<file path="src/rtl/blit_seq_pkg.sv">
// blit_seq_pkg
//   Shared definitions for the blitter command sequencer: the FSM state
//   encoding, the default geometry (program address width, parameter block
//   length, mode register index) and a small state-classification helper.
package blit_seq_pkg;

  localparam int BLIT_ADDR_W_DEF   = 20;
  localparam int BLIT_NPAR_DEF     = 12;
  localparam int BLIT_MODE_IDX_DEF = 6;

  typedef enum logic [3:0] {
    IDLE    = 4'd0,
    CMDREQ  = 4'd1,
    CMDLD   = 4'd2,
    CHK     = 4'd3,
    PARREQ  = 4'd4,
    PARLD   = 4'd5,
    START   = 4'd6,
    RUNNING = 4'd7,
    STOPPED = 4'd8
  } blit_state_e;

  // States in which a program fetch is outstanding on the bus.
  function automatic logic is_fetch_state(input blit_state_e st);
    return (st == CMDREQ) || (st == PARREQ);
  endfunction

endpackage

</file>
<file path="src/rtl/blit_pc.sv">
// blit_pc
//   Program counter for the blitter sequencer. Loads a new address or
//   advances by one; the increment wraps modulo 2^ADDR_W.
// Ports
//   clk_i    : clock, rising edge
//   rst_i    : asynchronous active-high reset, clears the counter
//   ld_i     : load ld_val_i (wins over inc_i)
//   inc_i    : advance by one
//   ld_val_i : load value
//   pc_o     : current program address
module blit_pc #(
  parameter int ADDR_W = 20
) (
  input  logic              clk_i,
  input  logic              rst_i,
  input  logic              ld_i,
  input  logic              inc_i,
  input  logic [ADDR_W-1:0] ld_val_i,
  output logic [ADDR_W-1:0] pc_o
);

  logic [ADDR_W-1:0] pc_q;
  logic [ADDR_W-1:0] pc_d;

  always_comb begin
    pc_d = pc_q;
    if (ld_i) begin
      pc_d = ld_val_i;
    end else if (inc_i) begin
      pc_d = pc_q + ADDR_W'(1);
    end
  end

  always_ff @(posedge clk_i or posedge rst_i) begin
    if (rst_i) begin
      pc_q <= '0;
    end else begin
      pc_q <= pc_d;
    end
  end

  assign pc_o = pc_q;

endmodule

</file>
<file path="src/rtl/blit_seq.sv">
// blit_seq
//   Blitter command sequencer. Fetches command and parameter words from
//   program memory, issues the register load strobes for each, starts the
//   datapath and waits for completion or a collision stop.
// Ports
//   CCLK    : clock, rising edge
//   RESET   : asynchronous active-high reset
//   SRESET  : synchronous soft reset (returns to IDLE, keeps ADDR)
//   RUN, PARRD, COLST : command register bits (run, read params, stop on coll.)
//   COLL    : datapath collision
//   RESUME  : leave STOPPED
//   OPDONE  : datapath finished the current operation
//   PCLD, PCIN : program counter load (honoured in IDLE only)
//   BACK    : bus acknowledge, qualified by BREQ
//   BREQ, ADDR : program fetch request and address
//   LDCMDL, LDMODL, PARLDL : active-low register load strobes
//   PARSEL  : parameter index being loaded
//   OPSTART : datapath start pulse
//   STOP    : halted on collision
//   BUSY    : state is not IDLE
//
// state   | meaning
// --------+-----------------------------------------------------------
// IDLE    | waiting for RUN
// CMDREQ  | command word fetch on the bus
// CMDLD   | LDCMDL strobe
// CHK     | decide on the freshly loaded command
// PARREQ  | parameter word fetch on the bus
// PARLD   | PARLDL strobe (plus LDMODL for the mode byte)
// START   | OPSTART pulse
// RUNNING | datapath active, wait for OPDONE or collision
// STOPPED | halted on collision until RESUME
module blit_seq
  import blit_seq_pkg::*;
#(
  parameter int ADDR_W   = BLIT_ADDR_W_DEF,
  parameter int NPAR     = BLIT_NPAR_DEF,
  parameter int MODE_IDX = BLIT_MODE_IDX_DEF
) (
  input  logic              CCLK,
  input  logic              RESET,
  input  logic              SRESET,
  input  logic              RUN,
  input  logic              PARRD,
  input  logic              COLST,
  input  logic              COLL,
  input  logic              RESUME,
  input  logic              OPDONE,
  input  logic              PCLD,
  input  logic [ADDR_W-1:0] PCIN,
  input  logic              BACK,
  output logic              BREQ,
  output logic [ADDR_W-1:0] ADDR,
  output logic              LDCMDL,
  output logic              LDMODL,
  output logic              PARLDL,
  output logic [3:0]        PARSEL,
  output logic              OPSTART,
  output logic              STOP,
  output logic              BUSY
);

  localparam logic [3:0] LAST_IDX = 4'(NPAR - 1);
  localparam logic [3:0] MODE_SEL = 4'(MODE_IDX);

  blit_state_e state_q;
  logic        breq_q;
  logic        ldcmdl_q;
  logic        ldmodl_q;
  logic        parldl_q;
  logic [3:0]  parsel_q;
  logic        opstart_q;
  logic        stop_q;
  logic        busy_q;

  logic        pc_ld;
  logic        pc_inc;
  logic        bus_ack;

  // BACK only counts while a fetch is actually requested.
  assign bus_ack = breq_q & BACK & is_fetch_state(state_q);

  // Soft reset freezes the address: it blocks both load and increment.
  assign pc_ld  = (state_q == IDLE) & PCLD & ~SRESET;
  assign pc_inc = bus_ack & ~SRESET;

  blit_pc #(
    .ADDR_W (ADDR_W)
  ) u_pc (
    .clk_i    (CCLK),
    .rst_i    (RESET),
    .ld_i     (pc_ld),
    .inc_i    (pc_inc),
    .ld_val_i (PCIN),
    .pc_o     (ADDR)
  );

  // All outputs are registered alongside the state so every strobe is
  // glitch-free and lines up with the state it belongs to.
  always_ff @(posedge CCLK or posedge RESET) begin
    if (RESET) begin
      state_q   <= IDLE;
      breq_q    <= 1'b0;
      ldcmdl_q  <= 1'b1;
      ldmodl_q  <= 1'b1;
      parldl_q  <= 1'b1;
      parsel_q  <= 4'd0;
      opstart_q <= 1'b0;
      stop_q    <= 1'b0;
      busy_q    <= 1'b0;
    end else begin
      // Strobes are single-cycle: default them inactive every cycle.
      ldcmdl_q  <= 1'b1;
      ldmodl_q  <= 1'b1;
      parldl_q  <= 1'b1;
      opstart_q <= 1'b0;

      if (SRESET) begin
        state_q  <= IDLE;
        breq_q   <= 1'b0;
        parsel_q <= 4'd0;
        stop_q   <= 1'b0;
        busy_q   <= 1'b0;
      end else begin
        case (state_q)
          IDLE: begin
            parsel_q <= 4'd0;
            if (RUN) begin
              busy_q <= 1'b1;
              if (PARRD) begin
                state_q <= PARREQ;
                breq_q  <= 1'b1;
              end else begin
                state_q   <= START;
                opstart_q <= 1'b1;
              end
            end
          end

          CMDREQ: begin
            if (bus_ack) begin
              state_q  <= CMDLD;
              breq_q   <= 1'b0;
              ldcmdl_q <= 1'b0;
            end
          end

          CMDLD: begin
            state_q <= CHK;
          end

          CHK: begin
            if (!RUN) begin
              state_q <= IDLE;
              busy_q  <= 1'b0;
            end else if (PARRD) begin
              state_q  <= PARREQ;
              breq_q   <= 1'b1;
              parsel_q <= 4'd0;
            end else begin
              state_q   <= START;
              opstart_q <= 1'b1;
            end
          end

          PARREQ: begin
            if (bus_ack) begin
              state_q  <= PARLD;
              breq_q   <= 1'b0;
              parldl_q <= 1'b0;
              ldmodl_q <= (parsel_q != MODE_SEL);
            end
          end

          PARLD: begin
            parsel_q <= parsel_q + 4'd1;
            if (parsel_q == LAST_IDX) begin
              state_q   <= START;
              opstart_q <= 1'b1;
            end else begin
              state_q <= PARREQ;
              breq_q  <= 1'b1;
            end
          end

          START: begin
            state_q <= RUNNING;
          end

          RUNNING: begin
            // A stop-on-collision outranks a completion in the same cycle.
            if (COLL && COLST) begin
              state_q <= STOPPED;
              stop_q  <= 1'b1;
            end else if (OPDONE) begin
              state_q <= CMDREQ;
              breq_q  <= 1'b1;
            end
          end

          STOPPED: begin
            if (RESUME) begin
              state_q <= RUNNING;
              stop_q  <= 1'b0;
            end
          end

          default: begin
            state_q <= IDLE;
            breq_q  <= 1'b0;
            stop_q  <= 1'b0;
            busy_q  <= 1'b0;
          end
        endcase
      end
    end
  end

  assign BREQ    = breq_q;
  assign LDCMDL  = ldcmdl_q;
  assign LDMODL  = ldmodl_q;
  assign PARLDL  = parldl_q;
  assign PARSEL  = parsel_q;
  assign OPSTART = opstart_q;
  assign STOP    = stop_q;
  assign BUSY    = busy_q;

endmodule
</file>
<file path="config.mk">
export PLATFORM = sky130hd
export DESIGN_NAME = blit_seq
export DESIGN_NICKNAME = d
export VERILOG_FILES = /design/src/rtl/blit_seq_pkg.sv /design/src/rtl/blit_pc.sv /design/src/rtl/blit_seq.sv
export SDC_FILE = /design/constraint.sdc
export NUM_CORES = 1
export LEC_CHECK = 0
export ABC_CLOCK_PERIOD_IN_PS = 3100
export BUFFER_PORTS_ARGS = -buffer_cell sky130_fd_sc_hd__buf_2
export CAP_MARGIN = 10
export CELL_PAD_IN_SITES_DETAIL_PLACEMENT = 0
export CELL_PAD_IN_SITES_GLOBAL_PLACEMENT = 2
export CORE_ASPECT_RATIO = 0.75
export CORE_MARGIN = 4
export CORE_UTILIZATION = 32
export CTS_BUF_LIST = sky130_fd_sc_hd__clkbuf_8
export DETAILED_ROUTE_END_ITERATION = 10
export GPL_TIMING_DRIVEN = 0
export PLACE_DENSITY = 0.83
export SLEW_MARGIN = 20
export SYNTH_ARGS = -nofsm -noshare
export SYNTH_HDL_FRONTEND = slang
export SYNTH_HIERARCHICAL = 1
export SYNTH_SLANG_ARGS = --single-unit
export TNS_END_PERCENT = 20
</file>
<file path="constraint.sdc">
create_clock -name CCLK -period 3.1 [get_ports CCLK]
set_input_delay 0 -clock CCLK [delete_from_list [all_inputs] [get_ports CCLK]]
set_output_delay 0 -clock CCLK [all_outputs]
set_load 0.005 [all_outputs]
</file>
==> run metrics <==
fin crit period=roughly 2.8 ns; initial core utilization=between 30% and 40%; Longest Clk Path Bufs=2; Post-DP HPWL=~4.9 mm; R2R Path End=u_pc/pc_o[16]$_DFFE_PP0P_; critical path's slowest cell=nor2_1; hold endpoint=u_pc/pc_o[12]$_DFFE_PP0P_; Total GRT Usage=approximately 16%; critical path type=reg2reg; layout net count=about 370; die height=between 80 and 90 um; Cell Pwr Density=692.0 mW/mm^2; kind of cell adding the most delay to the critical path=simple AND/OR/NAND/NOR gates; final hold vios=0; Highest Signal Layer=met4; met3 wire len=340 um; Core Area=0.006864 mm^2; Cells after Synth=between 200 and 300; Crit path largest cell delay=around 0.53 ns; Placer Congestion=0.8123; Routed Wire Length=6.444 mm; Syn. warnings=6; max_cap viols=0; R2R setup slack=around 0.26 ns; placed insts=409; FF-to-FF path depth=8; Area growth syn-to-layout=32.10%; Post-Syn Area=0.002272 mm^2; RSZ-0062 raised after global routing=no; first-pass GRT wire length=~11 mm; area of the multi-input gates=around 0.0013 mm^2; final setup violation count=0; CP required=roughly 3.3 ns; LEAKAGE=~1.4 nW; clock sink count=35; worst hold start=PCIN[12]; slew at the pin closest to its max-slew limit=just over 0.8 ns; FF-to-FF Start=state_q[3]$_DFFE_PP0P_; clock skew=approximately 0.0048 ns; CTS clk-pin slew, worst paths=around 0.08 ns; final setup TNS=0 ns; Port Buffers=60; vias in the first global route=between 2k and 2.5k; Vias=approximately 2.1k; DR WL met2=2.719 mm; share of cells above drive strength 1=between 20% and 30%; total CTS buffers=5; post-CTS resize count=0; drt wl/cell=roughly 15 um; Worst Path Buf+Inv=1; layout filler cell count=730; flops & latches, synth=35; Slew Limit Fails=0; register area share after synthesis=between 30% and 40%; CP Cell Sequence=buf_2 > nor2_1 > nand4_1 > nand2_1 > nand4_2 > nor3_1 > mux2i_1 > nand3_1; # rows=26; fin cells=437; initial antenna violation count=0; initial DRC count=185; status=finished, final reports clean; post-synth net total=approximately 290; grt ovf=0; max_slew headroom=46.18%; htree depth=2; Register Area=879.6 um^2; Worst-Skew Late Latency=between 0.2 and 0.3 ns; I/O pins=a little over 60; post-route ant nets=0; clock root buffer=clkbuf_8; WL met1=~3.3 mm; ANT cells=0; share of synthesized flip-flops with an asynchronous set or reset=100.0%; Top FF cell, synth=dfrtp_1; Final Cycle Share=between 90% and 100%; hold depth=3; Max FO, Critical Path=10; Critical Path AT=3.00 ns; largest net degree at the start of global routing=21; worst min-delay path category=in2reg; Worst VDD drop=a little under 0.0002 V; drt first pass iters=4; Residual DRC=0; Die ar.=around 0.0085 mm^2; drt via density=4.883; die width=approximately 110 um; TritonCTS clock tree=done; Fmax achieved=between 0.3 and 0.4 GHz; Netlist cell types=59; Post-Syn Area per Cell=about 9.1 um^2; crit path launch type=flop; number of flops mapped to enable cells by yosys=0; CP Capture Type=flop
[worst max-delay path by stage]
stage	start	endpoint	slack, ns	cells after the start
after detailed placement	state_q[3]$_DFFE_PP0P_	u_pc/pc_o[14]$_DFFE_PP0P_	0.27	7
after global routing	state_q[3]$_DFFE_PP0P_	u_pc/pc_o[16]$_DFFE_PP0P_	0.11	8
after global placement	state_q[3]$_DFFE_PP0P_	u_pc/pc_o[14]$_DFFE_PP0P_	0.23	7
after CTS	state_q[3]$_DFFE_PP0P_	u_pc/pc_o[14]$_DFFE_PP0P_	0.27	7
after floorplan	state_q[3]$_DFFE_PP0P_	u_pc/pc_o[14]$_DFFE_PP0P_	0.78	7
final	state_q[3]$_DFFE_PP0P_	u_pc/pc_o[16]$_DFFE_PP0P_	0.26	8
[where the power goes]
part | internal [mW] | switching [mW] | leakage, nW | total (mW)
clock network | 0.234 | 0.171 | 0.0607 | 0.405
logic | 0.436 | 0.501 | 0.881 | 0.937
registers | 0.585 | 0.150 | 0.421 | 0.735
total | 1.26 | 0.822 | 1.36 | 2.08
[metrics by stage]
step                      total power, mW  hold slack [ns]  setup WS, ns  util, %  cell area (um^2)
after floorplan                     1.350          -0.1007        0.7811        -              2272
after global placement              1.656           0.1203        0.2335    39.26              2695
after detailed placement            1.659           0.1189        0.2660    39.26              2695
after CTS                           2.097          0.01864        0.2718    43.73              3002
after global routing                2.250          0.04448        0.1092    43.73              3002
final                               2.077          0.02587        0.2635    43.73              3002
[area by class of cell]
| type | count | share of cell area, % |
|---|---|---|
| timing repair buffer | 80 | 16.67 |
| clock buffer | 5 | 2.293 |
| sequential | 35 | 29.30 |
| clock inverter | 3 | 1.251 |
| multi-input combinational | 194 | 42.81 |
| tap | 98 | 4.085 |
| inverter | 6 | 0.7503 |
| buffer | 16 | 2.835 |
[cells in the final DEF, fill, tap and decap left out, types with 3 or more instances in the layout]
cell type,count
buf_2,65
dfrtp_1,32
nand2_1,28
dlygate4sd3_1,20
o21ai_0,17
nor2_1,13
nand3_1,12
nor2b_1,10
inv_1,8
nand2b_1,6
xnor2_1,6
nor3_1,6
mux2i_1,6
xor2_1,6
and2_1,5
nor4_1,5
a21oi_1,5
nand4_1,5
clkbuf_8,5
buf_1,4
a311oi_1,4
o22ai_1,4
clkbuf_1,4
a22oi_1,4
dfstp_2,3
or2_2,3
and3_1,3
ha_1,3
[synth_stat cells, drive strengths merged, types with 7 or more instances]
master,count,area (um^2)
o21ai,17,85.08
nor2,13,48.80
nand4,7,65.06
nand2,28,105.1
nand3,13,77.58
buf,12,70.06
dfrtp,32,800.8
nor2b,10,62.56
[state kept, by name, summed over array words and instances, names as in the netlist]
signal,cells
u_pc/pc_o,20
PARSEL,4
state_q,4
BREQ,1
BUSY,1
LDCMDL,1
LDMODL,1
OPSTART,1
PARLDL,1
STOP,1
[tightest hold or removal path, delay by kind of cell]
| family | cells | cell delay (ns) |
|---|---|---|
| AO/OA/AOI/OAI | 1 | 0.12 |
| buffers and inverters | 1 | 0.07 |
| AND/OR/NAND/NOR | 1 | 0.09 |
[what timing repair did]
item                      CTS  global route
buffers inserted            0             0
hold buffers               20             0
hold endpoints to repair   51             0
[kinds of logic after synthesis]
logic type / count (synthesis) / share of synthesized area (%)
AOI/OAI and AO/OA: 55 / 16.85
muxes: 8 / 3.799
DFF: 35 / 38.71
adders and majority gates: 3 / 1.652
and+or+nand+nor: 116 / 29.63
xor gates and xnor gates: 12 / 4.626
buffers and inverters: 22 / 4.735
[layer usage]
metal,vias up,GRT usage (%)
met5,-,0
met1,985,22.98
met3,4,2.939
met2,58,23.35
li1,1087,-
met4,0,3.932
(Power assumes the default switching activity.)
